File: src/rtl/dds_cmd_ctrl.sv
`default_nettype none
// ============================================================================
// Module   : dds_cmd_ctrl
// Brief    : Parses framed UART tuning commands and hands tuning words to the
//            DDS core over req/ack. Define DDS_CMD_CHK_EN for the checksum byte.
// Revision : 1.0
// ============================================================================
module dds_cmd_ctrl #(
  parameter logic [7:0] SYNC_BYTE      = 8'hA5,
  parameter int         TIMEOUT_CYCLES = 20840,
  parameter int         TO_W           = 16
) (
  input  logic        clk,
  input  logic        rst_n,
  input  logic [7:0]  rx_byte,
  input  logic        rx_valid,
  output logic        upd_req,
  output logic        upd_ch,
  output logic [15:0] upd_word,
  input  logic        upd_ack,
  output logic [15:0] freq0,
  output logic [15:0] freq1,
  output logic        frame_ok,
  output logic        frame_err,
  output logic [7:0]  err_cnt
);

  localparam logic [TO_W-1:0] TO_LIMIT = TO_W'(TIMEOUT_CYCLES);

  typedef enum logic [2:0] {
    S_IDLE = 3'd0,
    S_CMD  = 3'd1,
    S_LO   = 3'd2,
    S_HI   = 3'd3,
    S_CHK  = 3'd4,
    S_REQ  = 3'd5
  } state_e;

  state_e            state_q, state_d;
  logic [TO_W-1:0]   to_cnt_q, to_cnt_d;
  logic              ch_q, ch_d;
  logic [15:0]       word_q, word_d;
  logic [15:0]       freq0_q, freq0_d;
  logic [15:0]       freq1_q, freq1_d;
  logic              frame_ok_q, frame_ok_d;
  logic              frame_err_q, frame_err_d;
  logic [7:0]        err_cnt_q, err_cnt_d;

  logic              in_frame;
  logic              timeout;
  logic              err_inc;
  logic [TO_W-1:0]   to_inc;

  assign in_frame = (state_q == S_CMD) || (state_q == S_LO) ||
                    (state_q == S_HI)  || (state_q == S_CHK);
  assign to_inc   = to_cnt_q + 1'b1;
  assign timeout  = (to_inc == TO_LIMIT);

  always_comb begin
    state_d     = state_q;
    to_cnt_d    = to_cnt_q;
    ch_d        = ch_q;
    word_d      = word_q;
    freq0_d     = freq0_q;
    freq1_d     = freq1_q;
    frame_ok_d  = 1'b0;
    frame_err_d = 1'b0;
    err_inc     = 1'b0;

    // A byte arriving on the timeout cycle is consumed rather than rejected.
    if (in_frame) begin
      if (rx_valid) begin
        to_cnt_d = '0;
      end else if (timeout) begin
        to_cnt_d    = '0;
        state_d     = S_IDLE;
        frame_err_d = 1'b1;
        err_inc     = 1'b1;
      end else begin
        to_cnt_d = to_inc;
      end
    end else begin
      to_cnt_d = '0;
    end

    case (state_q)
      S_IDLE: begin
        if (rx_valid && (rx_byte == SYNC_BYTE)) begin
          state_d = S_CMD;
        end
      end
      S_CMD: begin
        if (rx_valid) begin
          if (rx_byte[7:1] != 7'd0) begin
            state_d     = S_IDLE;
            frame_err_d = 1'b1;
            err_inc     = 1'b1;
          end else begin
            ch_d    = rx_byte[0];
            state_d = S_LO;
          end
        end
      end
      S_LO: begin
        if (rx_valid) begin
          word_d[7:0] = rx_byte;
          state_d     = S_HI;
        end
      end
      S_HI: begin
        if (rx_valid) begin
          word_d[15:8] = rx_byte;
`ifdef DDS_CMD_CHK_EN
          state_d      = S_CHK;
`else
          state_d      = S_REQ;
`endif
        end
      end
`ifdef DDS_CMD_CHK_EN
      S_CHK: begin
        if (rx_valid) begin
          if (rx_byte == ({7'd0, ch_q} ^ word_q[7:0] ^ word_q[15:8])) begin
            state_d = S_REQ;
          end else begin
            state_d     = S_IDLE;
            frame_err_d = 1'b1;
            err_inc     = 1'b1;
          end
        end
      end
`endif
      S_REQ: begin
        // Bytes arriving while the core is busy are lost and only counted.
        if (rx_valid) begin
          err_inc = 1'b1;
        end
        if (upd_ack) begin
          if (ch_q) begin
            freq1_d = word_q;
          end else begin
            freq0_d = word_q;
          end
          frame_ok_d = 1'b1;
          state_d    = S_IDLE;
        end
      end
      default: begin
        state_d = S_IDLE;
      end
    endcase

    if (err_inc && (err_cnt_q != 8'hFF)) begin
      err_cnt_d = err_cnt_q + 8'd1;
    end else begin
      err_cnt_d = err_cnt_q;
    end
  end

  always_ff @(posedge clk) begin
    if (!rst_n) begin
      state_q     <= S_IDLE;
      to_cnt_q    <= '0;
      ch_q        <= 1'b0;
      word_q      <= '0;
      freq0_q     <= '0;
      freq1_q     <= '0;
      frame_ok_q  <= 1'b0;
      frame_err_q <= 1'b0;
      err_cnt_q   <= '0;
    end else begin
      state_q     <= state_d;
      to_cnt_q    <= to_cnt_d;
      ch_q        <= ch_d;
      word_q      <= word_d;
      freq0_q     <= freq0_d;
      freq1_q     <= freq1_d;
      frame_ok_q  <= frame_ok_d;
      frame_err_q <= frame_err_d;
      err_cnt_q   <= err_cnt_d;
    end
  end

  assign upd_req   = (state_q == S_REQ);
  assign upd_ch    = ch_q;
  assign upd_word  = word_q;
  assign freq0     = freq0_q;
  assign freq1     = freq1_q;
  assign frame_ok  = frame_ok_q;
  assign frame_err = frame_err_q;
  assign err_cnt   = err_cnt_q;

endmodule
`default_nettype wire

File: config.mk
export PLATFORM = sky130hd
export DESIGN_NAME = dds_cmd_ctrl
export DESIGN_NICKNAME = d
export VERILOG_FILES = /design/src/rtl/dds_cmd_ctrl.sv
export SDC_FILE = /design/constraint.sdc
export NUM_CORES = 1
export LEC_CHECK = 0
export ABC_AREA = 1
export CORE_MARGIN = 3
export CORE_UTILIZATION = 30
export DETAILED_ROUTE_END_ITERATION = 16
export GPL_TIMING_DRIVEN = 0
export HOLD_SLACK_MARGIN = 0.03
export PLACE_DENSITY = 0.55
export SLEW_MARGIN = 20
export SYNTH_ARGS = -nofsm -noshare
export SYNTH_HDL_FRONTEND = slang
export SYNTH_SLANG_ARGS = --single-unit
File: constraint.sdc
create_clock -name clk -period 2.9 [get_ports clk]
set_input_delay 0.58 -clock clk [delete_from_list [all_inputs] [get_ports clk]]
set_output_delay 0.58 -clock clk [all_outputs]
set_load 0.03 [all_outputs]
==> results by group, run 1 <==
Power
  • Overall Power: 1.917 mW
  • Pint: 1.438 mW
  • Sequential share of power: 0.558
  • Leak: 1.655 nW
  • Sw Share: 0.2499
  • Logic pwr share: 0.027
  • Clock power frac: 0.415
  • VDD IR max: 276.4 uV
  • Pwr/cell area: 438.6 mW/mm^2
  • Sw Pwr: 0.4789 mW

Floorplan
  • Num ports: 72
  • FP Rows: 37
  • DIE AREA: 0.01232 mm^2
  • Starting density of the core: 0.3148
  • Die H: 111.0 um
  • Die Span X: 111.0 um
  • Core Area: 0.01051 mm^2

CTS
  • CTS root buf: clkbuf_8
  • TritonCTS clock tree: done
  • Clk Latency, worst-skew pair: 0.35 ns
  • Clock sinks: 78
  • Worst-path clk slew: 0.10 ns
  • H-tree depth: 3
  • Post-CTS setup buffers: 0
  • CTS Buf Count: 9
  • Post-CTS resize count: 0
  • # hold bufs at CTS: 0
  • Maximum clock path buffer count: 2

Place
  • Hpwl dp: 6616 um
  • Port Buffers: 70
  • Final Wtd Congestion: 0.8305
  • Area post-placement: 0.004179 mm^2

Synthesis
  • Async set or reset register ratio after synthesis: 0
  • Synth warn: 0
  • Ys flop type: dfxtp_1
  • Area share of the largest cell type after synthesis: 0.4720
  • Mapped Nets: 457
  • Mapped Area: 0.003308 mm^2
  • Sequential element share of the synthesized area: 0.4720
  • Distinct cell type count after synthesis: 29
  • Mean Syn Cell Area: 7.468 um^2
  • EDFF count, synth: 0
  • Synth top area cells: dfxtp_1 (47%), o21ai_0 (8.0%), nor2_1 (7.9%), a21oi_1 (6.8%), nand2_1 (6.7%)
  • Post-synth top area cell: dfxtp_1
  • #FFs+latches synth: 78
  • Gate count after technology mapping: 443

Layout
  • Diode count: 0
  • Area delta synth->final: 32.07%
  • Final Cell Area: 0.004369 mm^2
  • Fraction of layout cells with a size suffix above 1: 0.09074
  • Nets: 538
  • Utilization after layout: 0.4158

Global route
  • Global Route Usage Sum: 0.1491
  • Initial antenna violation count: 0
  • Total gr overflow: 0
  • Largest net degree at the start of global routing: 16
  • Vias in the first global route: 3025
  • Global-route wire length before repair: 15070 um

STA
  • Tcrit/Tclk final: 0.8567
  • Pins Over Slew Limit: 0
  • Count of final hold-check violations: 0
  • RSZ-0062 raised after global routing: false
  • Total Neg Setup Slack: 0 ns
  • Clock period minus worst slack: 2.484 ns
  • Final setup violating endpoints: 0
  • Clk_skew: 0.01142 ns
  • Achievable Freq: 0.4025 GHz
  • Worst slew pin tran: 0.5192 ns
  • Fin Hold WS: 0.4843 ns
  • Normalized max-slew margin: 0.6539

Routing
  • # DRC: 0
  • Vias/cell: 4.674
  • Post-Route WL: 9147 um
  • DRT iter0 DRCs: 133
  • DR vias: 3108
  • Wirelength per Cell: 13.75 um
  • DRT antenna net count: 0
  • Drt first pass iters: 4

Setup path
  • Startpoint types: flip-flop
  • WP data required: 2.32 ns
  • WS Path Type: flip-flop to primary output
  • Arrival @ worst endpoint: 1.90 ns
  • Crit end category: primary output
  • CP max FO: 7
  • R2R cell count: 13

Worst hold path
  • WHS Path Cells: 1
  • Hold WC Path Type: flip-flop to flip-flop

Job
  • Max Cap Viol: 0

Outcome
  • Status: finished, final reports clean
## power groups by stage
stage / Combinational, mW / Clock, mW / Sequential (mW)
final: 0.0512 / 0.795 / 1.07
after global routing: 0.0568 / 0.872 / 1.07
after CTS: 0.0519 / 0.824 / 1.07
after detailed placement: 0.0517 / 0 / 1.10
after global placement: 0.0510 / 0 / 1.10
after floorplan: 0.0216 / 0 / 1.10
## path summary, 6_finish.rpt
path	slack, ns	start	to
worst max-delay path	0.42	state_q[0]	upd_req
worst min-delay path	0.48	to_cnt_q[0]	to_cnt_q[0]
worst min register to register	0.48	to_cnt_q[0]	to_cnt_q[0]
worst max register to register	0.64	to_cnt_q[0]	to_cnt_q[9]
## worst max-delay path, stage by stage (launching register included)
cell,delay (ns)
dfxtp_1,0.47
inv_2,0.06
nor2_1,0.12
inv_1,0.08
nor2_2,0.14
clkdlybuf4s50_1,0.69
## cell usage in the layout, fill, tap and decap left out, types with 6 or more instances in the layout
| cell type | synthesis | final |
|---|---|---|
| nand2_1 | 59 | 59 |
| nor2_1 | 70 | 70 |
| nand2_2 | 7 | 7 |
| nand3_1 | 25 | 25 |
| o21ai_0 | 53 | 53 |
| clkbuf_8 | 0 | 10 |
| a21oi_1 | 45 | 45 |
| clkbuf_1 | 9 | 9 |
| xor2_1 | 6 | 6 |
| dfxtp_1 | 78 | 78 |
| inv_1 | 42 | 42 |
| nor2_2 | 14 | 14 |
| clkdlybuf4s50_1 | 0 | 70 |
| nand4_1 | 7 | 7 |
## metal layers
metal  GRT usage  vias to the layer above  share of wire
li1            -                     1617              -
met5           0                        -              0
met2      0.2439                       68           0.46
met4     0.04461                        0         0.0079
met3     0.04367                        5          0.048
met1      0.1906                     1418           0.48
## cell type report
cell class	count	area (um^2)
repair buffers	70	700.7
inverters	45	170.2
multi-input cells	307	1521
clock buffers	10	137.6
clock inverters	6	52.55
fillers	1083	6140
well taps	136	170.2
plain buffers	13	55.05
flip-flops and latches	78	1562
## logic make-up after synthesis
group,after synthesis,synth area share
DFF,78,0.4720
xor gates and xnor gates,8,0.02118
AOI/OAI and AO/OA,100,0.1524
adders and majority gates,2,0.007563
and+or+nand+nor,197,0.2787
buffers and inverters,58,0.06807
## per-stage QoR
step / worst slack (ns) / instances
6_report: 0.4156 / 665
5_1_grt: 0.3028 / 665
4_1_cts: 0.3611 / 665
3_5_place_dp: 0.4103 / 649
3_3_place_gp: 0.4282 / 649
2_1_floorplan: 1.059 / 443
## Yosys cell counts (3+ instances only)
cell / instances
nor2_4: 3
o21ai_0: 53
nand2_2: 7
dfxtp_1: 78
inv_1: 42
a21oi_1: 45
clkbuf_1: 9
nor2_2: 14
xor2_1: 6
nand4_1: 7
nand3b_1: 3
nand3_1: 25
nor2_1: 70
nand2_1: 59
nor3_1: 3
## sequential cells by signal, summed over array words and instances, names as in the netlist
register	flops
state_q	3
frame_err	1
upd_word	16
to_cnt_q	16
freq0	16
err_cnt	8
upd_ch	1
freq1	16
frame_ok	1
No activity file was read; power rests on OpenSTA's default activity.
==> run 2, diff against run 1 <==
==> constraint.sdc (replaced) <==
create_clock -name clk -period 3.1 [get_ports clk]
set_input_delay 0.31 -clock clk [delete_from_list [all_inputs] [get_ports clk]]
set_output_delay 0.31 -clock clk [all_outputs]
set_load 0.03 [all_outputs]
==> results of run 2 <==
The final DEF is identical to that of run 1. Status: finished, final reports clean.
Among the figures that moved: setup slack after placement 0.4103 ns -> 0.8649 ns; setup slack after layout 0.4156 ns -> 0.8390 ns; hold slack 0.4843 ns -> 0.4465 ns; start point of the critical path state_q[0] -> to_cnt_q[0]; end point of the critical path upd_req -> to_cnt_q[9]; register-to-register setup slack 0.64 ns -> 0.84 ns; end point of the worst hold path to_cnt_q[0] -> freq1[8]; total power 1.917 mW -> 1.793 mW; worst IR drop on VDD 276.4 uV -> 258.6 uV
